[config.mk]
export PLATFORM = sky130hd
export DESIGN_NAME = oc_ascii_hex_rx
export DESIGN_NICKNAME = d
export VERILOG_FILES = /design/src/rtl/oc_ascii_hex_rx.sv
export SDC_FILE = /design/constraint.sdc
export NUM_CORES = 1
export LEC_CHECK = 0
export CAP_MARGIN = 0
export CELL_PAD_IN_SITES_DETAIL_PLACEMENT = 1
export CELL_PAD_IN_SITES_GLOBAL_PLACEMENT = 2
export CORE_MARGIN = 4
export CORE_UTILIZATION = 37
export DETAILED_ROUTE_END_ITERATION = 10
export PLACE_DENSITY = 0.83
export SLEW_MARGIN = 40
export SYNTH_ARGS = -nofsm -noshare
export SYNTH_HDL_FRONTEND = slang
export SYNTH_SLANG_ARGS = --single-unit
[constraint.sdc]
create_clock -name clock -period 5.5 [get_ports clock]
set_clock_uncertainty 0.15 [all_clocks]
set_input_delay 0.55 -clock clock [delete_from_list [all_inputs] [get_ports clock]]
set_output_delay 0.55 -clock clock [all_outputs]
set_load 0.01 [all_outputs]
[src/rtl/oc_ascii_hex_rx.sv]
// oc_ascii_hex_rx: parses delimiter-separated ASCII hex tokens into numeric results
module oc_ascii_hex_rx #(
    parameter int Width     = 32,
    parameter int MaxDigits = Width / 4
) (
    input  logic                           clock,
    input  logic                           reset_n,
    input  logic [7:0]                     in_data,
    input  logic                           in_valid,
    output logic                           in_ready,
    output logic [Width-1:0]               out_data,
    output logic [$clog2(MaxDigits+1)-1:0] out_digits,
    output logic                           out_error,
    output logic                           out_valid,
    input  logic                           out_ready
);
    localparam int CW = $clog2(MaxDigits + 1);

    typedef enum logic [1:0] {IDLE, ACCUM, SKIP, HOLD} state_t;

    state_t           state;
    logic             run;
    logic [Width-1:0] acc;
    logic [CW-1:0]    count;
    logic             is_num;
    logic             is_alpha;
    logic             is_digit;
    logic             is_delim;
    logic             is_esc;
    logic             is_nul;
    logic [3:0]       nibble;
    logic             take;

    assign is_num   = in_data >= 8'h30 && in_data <= 8'h39;
    assign is_alpha = (in_data >= 8'h41 && in_data <= 8'h46) || (in_data >= 8'h61 && in_data <= 8'h66);
    assign is_digit = is_num || is_alpha;
    assign is_delim = in_data == 8'h20 || in_data == 8'h0d || in_data == 8'h0a;
    assign is_esc   = in_data == 8'h1b;
    assign is_nul   = in_data == 8'h00;
    assign nibble   = in_data[3:0] + (is_alpha ? 4'd9 : 4'd0);
    assign in_ready = run && state != HOLD;
    assign take     = in_valid && in_ready;

    // reset release is retimed to the clock; nothing is accepted until it goes high
    always_ff @(posedge clock or negedge reset_n) begin
        if (!reset_n) run <= 1'b0;
        else          run <= 1'b1;
    end

    // token parser: accumulate digits, flag bad tokens, present one result per token
    always_ff @(posedge clock or negedge reset_n) begin
        if (!reset_n) begin
            state      <= IDLE;
            acc        <= '0;
            count      <= '0;
            out_data   <= '0;
            out_digits <= '0;
            out_error  <= 1'b0;
            out_valid  <= 1'b0;
        end else if (state == HOLD) begin
            if (out_ready) begin
                out_valid <= 1'b0;
                acc       <= '0;
                count     <= '0;
                state     <= IDLE;
            end
        end else if (take) begin
            if (is_esc) begin
                acc   <= '0;
                count <= '0;
                state <= IDLE;
            end else if (is_delim) begin
                if (state == ACCUM) begin
                    out_data   <= acc;
                    out_digits <= count;
                    out_error  <= 1'b0;
                    out_valid  <= 1'b1;
                    state      <= HOLD;
                end else if (state == SKIP) begin
                    out_data   <= '0;
                    out_digits <= '0;
                    out_error  <= 1'b1;
                    out_valid  <= 1'b1;
                    state      <= HOLD;
                end
            end else if (is_digit && state != SKIP) begin
                if (count == CW'(MaxDigits)) begin
                    state <= SKIP;
                end else begin
                    acc   <= (acc << 4) | Width'(nibble);
                    count <= count + 1'b1;
                    state <= ACCUM;
                end
            end else if (!is_digit && !is_nul && state != SKIP) begin
                state <= SKIP;
            end
        end
    end

`ifndef SYNTHESIS
    // an offered character must be fully defined
    always @(posedge clock) begin
        if (reset_n && in_valid) assert (!$isunknown(in_data)) else $error("in_data has X/Z while in_valid");
    end
`endif

endmodule

Word-level counts from Yosys, hierarchy flattened --
Index checks and enable logic that the tools add are counted.
Word-level totals: flip-flop bits (word level) 77, logic and storage cells 96, bits of input ports 12
Cells by class: bitwise operators 3, equality and inequality tests 15, $lt $le $gt $ge 6, reductions and logical operators 25, muxes and demuxes 37, $add $sub $neg 2
Operator list (count):
- 2-to-1 mux 32 bit | 9
- 2-to-1 mux 4 bit | 10
- OR 32 x 4 -> 32 bit | 1
- 2-to-1 mux 2 bit | 10
- equality test 8 x 4 -> 1 bit (second input constant) | 2
- greater-or-equal comparator 8 x 7 -> 1 bit (second input constant) | 2
- <= comparator 8 x 7 -> 1 bit (second input constant) | 2
- AND reduction 5 bit | 3
- equality test 8 x 5 -> 1 bit (second input constant) | 1
- equality test 8 x 6 -> 1 bit (second input constant) | 1
- greater-or-equal comparator 8 x 6 -> 1 bit (second input constant) | 1
- <= comparator 8 x 6 -> 1 bit (second input constant) | 1
- logical AND 1 bit | 8
- zero test 8 bit | 1
- 2-to-1 mux 1 bit | 8
- inequality test 2 bit (second input constant) | 3
- nonzero test 2 bit | 3
- nonzero test 3 bit | 2
- inequality test 5 x 1 -> 1 bit (second input constant) | 1
- nonzero test 5 bit | 1
- adder 4 x 1 -> 4 bit (second input constant) | 1
- adder 4 bit | 1
- equality test 2 bit (second input constant) | 2
- equality test 4 bit (second input constant) | 1
- other kinds (8) | 13

Logic depth before layout (Yosys ltp) --
word-level depth 13, depth in mapped cells 8, gate-level depth less buffers 6

Worst setup path before layout --
OpenSTA, ideal clock, no wires.
path type input port to flip-flop, from input in_data[2], to register state[1], required time 5.227 ns, arrival time 2.155 ns, buffers on the path 2, setup time 0.123 ns, setup slack 3.072 ns, stages on the path 7, path through buf_2 > or4b_2 > a21oi_1 > or2_2 > clkbuf_1 > a31oi_1 > o221a_2
On the way: word-level cells in the longest chain between the ends 10, elaborated cells between the ends (all ways) 31, those cells by class order compare: 6; eq/ne: 5; mux: 5; reduce/logical: 15
Ends and longest elaborated chain:
- start: declaration | RTL line 8 | input logic [7:0] in_data,
- greater-or-equal comparator 8 x 7 -> 1 bit or <= comparator 8 x 7 -> 1 bit (tied branches) | RTL line 35 | assign is_alpha = (in_data >= 8'h41 && in_data <= 8'h46) || (in_data >= 8'h61 && in_data <= 8'h66);
- logical AND 1 bit | RTL line 35
- logical OR 1 bit | RTL line 35
- logical OR 1 bit | RTL line 36 | assign is_digit = is_num || is_alpha;
- logical AND 1 bit | RTL line 86 | end else if (is_digit && state != SKIP) begin
- 2-to-1 mux 2 bit | RTL line 86
- 2-to-1 mux 2 bit | RTL line 72 | end else if (is_delim) begin
- 2-to-1 mux 2 bit | RTL line 68 | if (is_esc) begin
- 2-to-1 mux 2 bit | RTL line 67 | end else if (take) begin
- 2-to-1 mux 2 bit | RTL line 60 | end else if (state == HOLD) begin
- end signal: assignment | RTL line 65 | state <= IDLE;
- end signal: assignment | RTL line 71 | state <= IDLE;
- end signal: assignment | RTL line 78 | state <= HOLD;
- end: declaration | RTL line 21 | state_t state;
Parallel ways exist; a longest one is shown, timed or not. The select of a mux whose other input is x is not followed. A chain may end at the register's enable or synchronous reset.

Worst setup path after layout --
from input in_data[3], to register count[0]
On the way: word-level cells in the longest chain between the ends 7, elaborated cells between the ends (all ways) 25, those cells by class order compare: 6; eq/ne: 6; mux: 3; reduce/logical: 10
Ends and longest elaborated chain:
- greater-or-equal comparator 8 x 7 -> 1 bit or <= comparator 8 x 7 -> 1 bit (tied branches) | RTL line 35
- logical AND 1 bit | RTL line 35
- logical OR 1 bit | RTL line 35
- logical OR 1 bit | RTL line 36
- logical AND 1 bit | RTL line 86
- nonzero test 3 bit (no line)
- AND reduction 5 bit (no line)
- end signal: assignment | RTL line 91 | count <= count + 1'b1;
- end: declaration | RTL line 24 | logic [CW-1:0] count;
Parallel ways exist; a longest one is shown, timed or not. The select of a mux whose other input is x is not followed.

==> impl_metrics.ini <==
[drt]
routed_wl_mm = 7.49
antenna_left = 0
vias = 2531
wl_per_cell_um = 15.7
drt_iter0_markers = 126
drt_first_pass_iters = 4
drc = 0
routed_via_density = 5.31

[place]
numPlacedInstances = 463
port_buffers = 50
finalWeightedCongestion = 0.867
dp_hpwl_mm = 5.09

[die]
dieArea_um2 = 10600
core_um2 = 8760
io_pins = 51
initial_core_util = 0.381
rows = 34
die_height_um = 103
dieWidth_um = 103

[finish]
final_nets = 386
post-route-util = 0.474
fin_cells = 477
area_delta_synth_final_pct = 24.2
drive_gt1_frac = 0.0813
fillers = 979
antenna_cells = 0

[synthesis]
async_flop_share = 1.00
seq_area_frac_synth = 0.576
yosys.area.top_type = dfrtp_1
synth_area_um2 = 3340
synth_edf_count = 0
syn_nets = 341
synth_cell_types = 42
ys_seq_elements = 77
ys_warn_count = 0
yosysTopAreaCellShare = 0.576
syn_inst = 321
syn_avg_cell_area_um2 = 10.4
synth_flop_cell = dfrtp_1
ys_top_cells_by_area = dfrtp_1 58%, a22o_1 8.9%, nand2_1 8.6%

[global_route]
track_usage = 0.154
grt_first_pass_wirelength_mm = 12.8
grt_pass1_vias = 2498
antenna_found_initial = 0
globalRoute.totalOverflow = 0
grt_max_degree = 78

[cts]
cts_buffers = 9
clk_pin_slew_ps = 70
postCtsSetupRepairBufs = 0
htree_levels = 3
clk_latency_ps = 340
clockRootBuffer = clkbuf_8
clk_path_buf_depth = 2
ctsResizeCount = 0
cts.sinks = 77
cts_hold_buf = 0
cts_tree = yes

[timing]
rsz0062_at_grt = no
timing.final.max_slew_violations = 0
finalCriticalPeriod_ps = 2820
final.setup.tns_ps = 0
max_slew_margin = 0.540
finalCritPeriodShare = 0.513
worst_pin_slew_ps = 690
final_hold_viol_count = 0
fmax_mhz = 355
setup_violations = 0

[hold_path]
hold_class = in -> async

[flow_run]
maxCapViolCount = 0

[worst_setup_path]
end_kind = flip-flop
cp-start-kind = primary input
r2r-start = state[1]
critical_path_class = in -> reg
r2r_cells = 6
cp.required_ps = 5570
timing.rr.end = state[1]
cp.arrival_ps = 2890
cp_max_fo = 35
ff2ff_setup_slack_ps = 3150

[power]
p_leak_nw = 1.80
peakVddDrop_uv = 193
pwr_density_cell_nw_per_um2 = 347
power_mw = 1.44

[status]
status = complete, no violations
[state kept, by name, summed over array words and instances, names as in the netlist]
name,cells
acc,32
count,4
out_data,32
out_digits,4
out_error,1
out_valid,1
run,1
state,2
[cells in the final DEF, fill, tap and decap left out, types with 5 or more instances in the layout]
master and count:
a22o_1 34, buf_4 5, clkbuf_8 10, clkdlybuf4s50_1 49, dfrtp_1 77, ha_1 8, inv_1 6, nand2_1 77
nor2_1 8, nor3_1 5, o21ai_0 39
[routing by layer]
metal	wire, um	global-route usage	vias up
li1	-	-	1229
met2	3590	0.236	35
met4	126	0.0657	0
met1	3550	0.217	1255
met5	0	0	-
met3	219	0.0257	12
[area by class of cell]
class                   count  area (um2)  share of cell area
flip-flops and latches     77        1930               0.464
well taps                 108         135              0.0325
inverters                   6        22.5             0.00542
multi-input cells         217        1290               0.311
clock buffers              10         138              0.0332
repair buffers             55         539               0.130
clock inverters             4        97.6              0.0235
[synth_stat cells (all sizes together), types with 3 or more instances]
master   n
a21oi    3
a22o    34
a31oi    3
buf     12
clkbuf   9
dfrtp   77
ha       8
inv      6
nand2   77
nor2     9
nor3     6
o21ai   41
[report_power, final]
part / switching [mW] / internal [mW]
registers: 0.0439 / 0.604
clock network: 0.201 / 0.309
logic: 0.169 / 0.112
total: 0.414 / 1.02
[critical path: stages]
cell and delay, ps:
clkdlybuf4s50_1 510, or4b_4 590, nor3_4 320, o21a_1 280, o21ai_2 80, buf_4 250
mux2_2 300
[metrics by stage]
stage | hold slack, ps | setup slack, ps | instance area [um2]
CTS | 106 | 2680 | 4150
detailed placement | 322 | 2330 | 3920
finish | 65.7 | 2680 | 4150
floorplan | 104 | 3070 | 3340
global route | 121 | 2400 | 4150
global placement | 309 | 2400 | 3910
[kinds of logic after synthesis]
family,Yosys count,share of synthesized area
AND/OR/NAND/NOR,111,0.152
AO/OA/AOI/OAI,94,0.195
flip-flops,77,0.576
buffers and inverters,27,0.0370
adder cells (fa/ha/maj),8,0.0299
XOR/XNOR,2,0.00524
other,1,0.00112
multiplexers,1,0.00337
[worst max path at each step]
stage	endpoint	cells past startpoint	from
after global routing	out_data[11]	6	in_data[2]
final	count[0]	7	in_data[3]
after global placement	out_data[16]	6	in_data[2]
after floorplan	state[1]	7	in_data[2]
after detailed placement	count[0]	7	in_data[3]
after CTS	count[0]	7	in_data[3]
Note: power is estimated with default switching activity, not from simulation.
